### src/rtl/compare_arbiter.sv
// rtl/compare_arbiter.sv - round-robin arbiter feeding one registered signed/unsigned comparator
module compare_arbiter #(
    parameter int WIDTH = 32,
    parameter int N_REQ = 4,
    parameter int ID_W  = (N_REQ > 1) ? $clog2(N_REQ) : 1
) (
    input  logic                   clk,
    input  logic                   rst,
    input  logic [N_REQ-1:0]       req_valid_i,
    output logic [N_REQ-1:0]       req_ready_o,
    input  logic [N_REQ*WIDTH-1:0] req_a_i,
    input  logic [N_REQ*WIDTH-1:0] req_b_i,
    input  logic [N_REQ-1:0]       req_signed_i,
    input  logic [N_REQ*3-1:0]     req_op_i,
    output logic                   rsp_valid_o,
    input  logic                   rsp_ready_i,
    output logic [ID_W-1:0]        rsp_id_o,
    output logic                   rsp_q_o
);

    typedef enum logic [1:0] {IDLE, CMP, RESP} state_t;

    state_t            state_q;
    logic [ID_W-1:0]   rr_ptr_q;
    logic [ID_W-1:0]   id_q;
    logic [WIDTH-1:0]  a_q, b_q;
    logic              signed_q;
    logic [2:0]        op_q;
    logic              rsp_valid_q, rsp_q_q;
    logic [ID_W-1:0]   rsp_id_q;

    logic              hi_found, any_valid;
    logic [ID_W-1:0]   hi_idx, lo_idx, grant_idx, ptr_inc;
    logic [WIDTH-1:0]  sel_a, sel_b;
    logic              sel_s;
    logic [2:0]        sel_op;

    // Lowest valid index at or above the pointer wins; otherwise wrap to the lowest valid index.
    always_comb begin
        hi_found  = 1'b0;
        any_valid = 1'b0;
        hi_idx    = '0;
        lo_idx    = '0;
        for (int k = N_REQ - 1; k >= 0; k--) begin
            if (req_valid_i[k]) begin
                any_valid = 1'b1;
                lo_idx    = ID_W'(k);
                if (ID_W'(k) >= rr_ptr_q) begin
                    hi_found = 1'b1;
                    hi_idx   = ID_W'(k);
                end
            end
        end
        grant_idx = hi_found ? hi_idx : lo_idx;
    end

    always_comb begin
        sel_a  = '0;
        sel_b  = '0;
        sel_s  = 1'b0;
        sel_op = '0;
        for (int k = 0; k < N_REQ; k++) begin
            if (ID_W'(k) == grant_idx) begin
                sel_a  = req_a_i[k*WIDTH +: WIDTH];
                sel_b  = req_b_i[k*WIDTH +: WIDTH];
                sel_s  = req_signed_i[k];
                sel_op = req_op_i[k*3 +: 3];
            end
        end
    end

    assign req_ready_o = (state_q == IDLE && !rst && any_valid)
                         ? (N_REQ'(1) << grant_idx) : '0;

    // One extra bit lets a single signed compare cover both modes without overflow.
    logic signed [WIDTH:0] a_ext, b_ext;
    logic                  lt, eq, result;

    assign a_ext = {signed_q & a_q[WIDTH-1], a_q};
    assign b_ext = {signed_q & b_q[WIDTH-1], b_q};
    assign lt    = a_ext < b_ext;
    assign eq    = (a_q == b_q);

    always_comb begin
        case (op_q)
            3'd0:    result = lt;
            3'd1:    result = lt | eq;
            3'd2:    result = ~lt & ~eq;
            3'd3:    result = ~lt;
            3'd4:    result = eq;
            3'd5:    result = ~eq;
            default: result = 1'b0;
        endcase
    end

    assign ptr_inc = (id_q == ID_W'(N_REQ - 1)) ? '0 : id_q + ID_W'(1);

    always_ff @(posedge clk) begin
        if (rst) begin
            state_q     <= IDLE;
            rr_ptr_q    <= '0;
            id_q        <= '0;
            a_q         <= '0;
            b_q         <= '0;
            signed_q    <= 1'b0;
            op_q        <= '0;
            rsp_valid_q <= 1'b0;
            rsp_id_q    <= '0;
            rsp_q_q     <= 1'b0;
        end else begin
            case (state_q)
                IDLE: begin
                    if (any_valid) begin
                        a_q      <= sel_a;
                        b_q      <= sel_b;
                        signed_q <= sel_s;
                        op_q     <= sel_op;
                        id_q     <= grant_idx;
                        state_q  <= CMP;
                    end
                end
                CMP: begin
                    rsp_q_q     <= result;
                    rsp_id_q    <= id_q;
                    rsp_valid_q <= 1'b1;
                    state_q     <= RESP;
                end
                RESP: begin
                    if (rsp_ready_i) begin
                        rsp_valid_q <= 1'b0;
                        rr_ptr_q    <= ptr_inc;
                        state_q     <= IDLE;
                    end
                end
                default: state_q <= IDLE;
            endcase
        end
    end

    assign rsp_valid_o = rsp_valid_q;
    assign rsp_id_o    = rsp_id_q;
    assign rsp_q_o     = rsp_q_q;

endmodule

### config.mk
export PLATFORM = sky130hd
export DESIGN_NAME = compare_arbiter
export DESIGN_NICKNAME = d
export VERILOG_FILES = /design/src/rtl/compare_arbiter.sv
export SDC_FILE = /design/constraint.sdc
export NUM_CORES = 1
export LEC_CHECK = 0
export BUFFER_PORTS_ARGS = -buffer_cell sky130_fd_sc_hd__buf_2
export CAP_MARGIN = 20
export CORE_ASPECT_RATIO = 2
export CORE_MARGIN = 1
export CORE_UTILIZATION = 47
export CTS_CLUSTER_DIAMETER = 120
export DETAILED_ROUTE_END_ITERATION = 16
export PLACE_DENSITY = 0.82
export SLEW_MARGIN = 20
export SYNTH_ARGS = -nofsm -noshare
export SYNTH_HDL_FRONTEND = slang
export SYNTH_SLANG_ARGS = --single-unit
export TNS_END_PERCENT = 20
### constraint.sdc
create_clock -name clk -period 2.1 [get_ports clk]
set_input_delay 0.105 -clock clk [delete_from_list [all_inputs] [get_ports clk]]
set_output_delay 0.105 -clock clk [all_outputs]
set_load 0.005 [all_outputs]
# Word level (Yosys, flattened, before mapping)
# Cells that the tools add are included.
classes:
  addsub: 1
  mul: 0
  div: 0
  magnitude_cmp: 5
  eq_ne: 14
  n_shift: 1
  muxes: 49
  bitwise: 6
  n_reduce_logical: 11
op_table:
  columns: ["operator", "count"]
  rows:
  - ["$mux 32", 8]
  - ["$lt 33x33->1", 1]
  - ["$eq 32x32->1", 1]
  - ["$mux 2", 16]
  - ["$mux 1", 17]
  - ["$mux 3", 4]
  - ["$reduce_and 2->1", 4]
  - ["$eq 3x2->1 const B", 2]
  - ["$eq 3x3->1 const B", 2]
  - ["$pmux 1 s6", 1]
  - ["$pmux 2 s3", 1]
  - ["$eq 2x2->1 const A", 2]
  - ["$eq 2x2->1 const B", 2]
  - ["$ge 1x2->1 const A", 2]
  - ["$ge 2x2->1 const A", 2]
  - ["$logic_not 2->1", 2]
  - ["$mux 4", 1]
  - ["$ne 2x2->1 const B", 2]
  - ["$shl 1x2->4 const A", 1]
  - ["$and 1x1->1", 3]
  - ["$eq 3x1->1 const B", 1]
  - ["$logic_not 3->1", 1]
  - ["$add 2x1->2 const B", 1]
  - ["$eq 1x2->1 const A", 1]
  - ["other kinds (7)", 9]
totals:
  reg_bits: 78
  latchBits: 0
  ramBits: 0
  romBits: 0
  input_bits: 279
  n_memories: 0

# Depth between registers and ports, before layout
depth:
  depth_word: 15
  mapped_depth: 10
  depth_no_buf: 9

# Worst setup path before layout
# No wires, ideal clock.
synth_path:
  kind: "register to register"
  start: "register b_q[2]"
  end: "register rsp_q_q (netlist: rsp_q_o)"
  setup_time_ps: 120
  arrival_time_ps: 1811
  t_required_ps: 1980
  slack_ps: 170
  stages_incl_launch_ff: 10
  period_less_slack_ps: 1930
  cell_sequence: "dfxtp_1 > inv_1 > ha_1 > a211oi_1 > nor2_1 > o31a_1 > nor4_2 > a2bb2oi_2 > mux2i_1 > a211o_1"
synth_between:
  elab_chain_len: 4
  elab_cells_between_ends: 7
  cone_classes: "order compare (1); eq/ne (1); mux (1); bitwise (4)"
synth_lines:
  columns: ["element", "line_no", "rtl"]
  rows:
  - ["start: declaration", "26", "logic [WIDTH-1:0] a_q, b_q;"]
  - ["start signal: assignment", "115", "b_q <= sel_b;"]
  - ["$lt 33x33->1 / $eq 32x32->1 (equally long branches)", "81, 82", null]
  - ["$not 1->1, on equally long branches", "88, 89, 91", null]
  - ["$and 1x1->1", "88", "3'd2: result = ~lt & ~eq;"]
  - ["$pmux 1 s6 (*)", "85", "case (op_q)"]
  - ["end signal: assignment", "123", "rsp_q_q <= result;"]
  - ["end: declaration", "29", "logic rsp_valid_q, rsp_q_q;"]
# Every way passes the cells marked *; elsewhere a longest branch is shown, timed or not.
# A chain may end at the register's enable or synchronous reset.

# Final worst setup path
# Ends and elaborated chain as after synthesis.

==> results.cfg <==
[run_status]
status = finished with violations
violations = negative setup slack

[setup_path]
crit_required_ns = 2.33
worst-path-buf-inv = 1
cpPeakStageDelay_ns = 0.33
crit_slowest_cell = dfxtp_2
critPathTopFamily = compound AO/OA/AOI/OAI gates
critPathLaunchType = flip-flop
crit_path_end_kind = flip-flop
r2r-start = b_q[2]
crit_chain = inv_2 > ha_4 > a211oi_2 > nor2_1 > o31a_1 > nor4_4 > a2bb2oi_2 > mux2i_1 > a211o_1
rr_worst_depth = 9
cp_data_arrival_time_ns = 2.36
r2r_end = rsp_q_o
critPathKind = flip-flop to flip-flop
crit_fanout = 2
rrSetupSlack_ns = -0.03

[detailed_routing]
wl_um = 19400
post_drt_wl_per_cell_um = 14.5
route.detailed.drc = 0
avgViaCountPerCell = 5.36
antenna_left = 0
via_count = 7188
drtPass1Iterations = 5
first_iter_violations = 429

[worst_hold_path]
hp-start = rst
hold_path_depth = 2
min_to = state_q[0]
min_path_type = primary input to flip-flop

[floorplanning]
start_util_pct = 48.3
die_area_um2 = 12900
ios = 287
die_h_um = 160
num_rows = 57
dieWidth_um = 80.9
core_um2 = 12100

[global_route]
grt_max_degree = 88
grt_overflow = 0
grt_pass1_vias = 6581
top_usage_layer = met2
antenna_found_initial = 1
grt_usage_pct = 29.6
grt_first_pass_wirelength_um = 30100
use_met2_pct = 55.3
use_met3_pct = 3.60
grt_use_met1_pct = 32.8

[synthesis]
yosysSeqAreaShare_pct = 26.7
syn_avg_cell_area_um2 = 6.23
mappedNetlistNets = 1252
synth_ff_type = dfxtp_1
syn_area_um2 = 5860
synth-edff-count = 0
async_flop_share_pct = 0
synth_cell_type_count = 42
synthCells = 940
ys_ff_latch = 78
yosys_warnings = 0

[final_layout]
drive_above_1_share_pct = 30.9
antenna_cells = 0
area_delta_synth_final_pct = 33.6
final_net_count = 1505

[timing]
skew_ns = 0.00829
clock.fmax_mhz = 470
rsz0062_at_grt = yes
setup_ws_ns = -0.0275
min_period_ns = 2.13
fin_tns_setup_ns = -0.0275
slew_violations = 0
worst_pin_slew_ns = 0.959
setup_viol = 1
fin_crit_sh_pct = 101
whs_ns = 0.0584
timing.slew.headroom_pct = 35.7
final_hold_viol_count = 0

[clocking]
clockBufferDepth = 2
insertion_delay_ns = 0.34
cts-root-buf = clkbuf_16
numCtsBuffers = 9
cts_tree = built
cts.sinks = 78
clk_pin_slew_ns = 0.06
htreeDepth = 3

[power_and_ir_drop]
p_int_w = 0.00331
vdd_ir_drop_max_mv = 0.478
switching_power_w = 0.00181
power_per_cell_area_nw_per_um2 = 654
swShare_pct = 35.3
clkPwrFrac_pct = 26.3
power.share.sequential_pct = 35.2
p_leak_nw = 3.83
combPwrFrac_pct = 38.5

[place]
portBuffers = 286
gp_congestion = 0.885
dp_hpwl_um = 14500

[flow_run]
maxCapViolCount = 0
==> per-stage QoR <==
| stage | setup WS, ns | cells | utilization [%] | area, µm² | power [W] |
|---|---|---|---|---|---|
| after floorplan | 0.170 | 940 | - | 5860 | 0.00297 |
| after global placement | -0.0207 | 1325 | 60.5 | 7330 | 0.00358 |
| after detailed placement | -0.130 | 1325 | 60.5 | 7330 | 0.00362 |
| after CTS | -0.0110 | 1338 | 63.0 | 7630 | 0.00499 |
| final | -0.0275 | 1342 | 64.5 | 7820 | 0.00511 |
| after global routing | -0.132 | 1342 | 64.5 | 7820 | 0.00544 |
==> synth_stat cells, types with 4 or more instances <==
cell type	number	area, µm²
nand2_1	354	1330
nand3_1	214	1070
a21oi_1	87	435
dfxtp_1	78	1560
clkbuf_1	37	139
inv_1	34	128
ha_1	33	413
buf_6	23	259
nor2_1	11	41.3
nand4_1	7	43.8
nor3_1	6	30.0
buf_1	5	18.8
a211oi_1	4	30.0
and3_1	4	25.0
==> timing repair <==
| action | CTS | global route |
|---|---|---|
| resized for setup | 13 | 31 |
| buffers inserted | 0 | 3 |
| hold buffers | 0 | 0 |
| cloned | 0 | 1 |
| pin swaps | 8 | 13 |
| endpoints found under the setup margin | 3 | 10 |
==> worst max path at each step <==
stage / slack (ns) / to / start / cells past startpoint
after floorplan: 0.17 / rsp_q_o / b_q[2] / 9
after global placement: -0.02 / rsp_q_o / b_q[31] / 9
after detailed placement: -0.13 / rsp_q_o / b_q[31] / 9
after CTS: -0.01 / rsp_q_o / b_q[3] / 9
after global routing: -0.13 / rsp_q_o / b_q[29] / 10
final: -0.03 / rsp_q_o / b_q[2] / 9
==> layer usage <==
metal,vias to the layer above,wire length [µm]
met5,-,0
met4,0,487
met3,39,936
met2,279,10500
met1,3223,7480
li1,3647,-
==> registers in the layout, indices dropped and copies added (netlist names) <==
signal	count
rr_ptr_q	2
a_q	32
state_q	2
rsp_id_o	2
id_q	2
signed_q	1
op_q	3
b_q	32
rsp_valid_o	1
rsp_q_o	1
==> logic make-up after synthesis <==
family                   count (synthesis)  synth area share, %
AO/OA/AOI/OAI                          109                 10.3
multiplexers                             3                0.513
buffers and inverters                  104                 9.85
XOR/XNOR                                 2                0.299
adder cells (fa/ha/maj)                 33                 7.05
AND/OR/NAND/NOR                        611                 45.3
flip-flops                              78                 26.7
==> layout by cell type, fill, tap and decap left out, drive strengths merged, types with 2 or more instances in the layout <==
cell / instances
nand4: 7
or3: 2
a21oi: 87
nand2b: 3
inv: 34
a211oi: 4
dfxtp: 78
ha: 33
o21ai: 3
mux2i: 3
nand3b: 2
buf: 311
nand2: 354
nor2b: 2
nor4: 4
clkbuf: 12
o21bai: 2
nand3: 214
nor2: 11
and3: 4
nor3: 7
a21o: 2
==> power by group through the flow <==
stage	registers, W	logic [W]	clock network [W]
after floorplan	0.00177	0.00120	0
after global placement	0.00179	0.00179	0
after detailed placement	0.00181	0.00182	0
after CTS	0.00178	0.00187	0.00134
after global routing	0.00182	0.00221	0.00141
final	0.00180	0.00197	0.00134
==> cell type report <==
cell class | count | area [µm²]
flip-flops and latches | 78 | 1580
clock buffers | 11 | 233
well taps | 147 | 184
repair buffers | 312 | 1760
inverters | 34 | 128
fillers | 1136 | 4300
multi-input cells | 758 | 3920
clock inverters | 2 | 12.5
No activity file was read; power rests on OpenSTA's default activity.
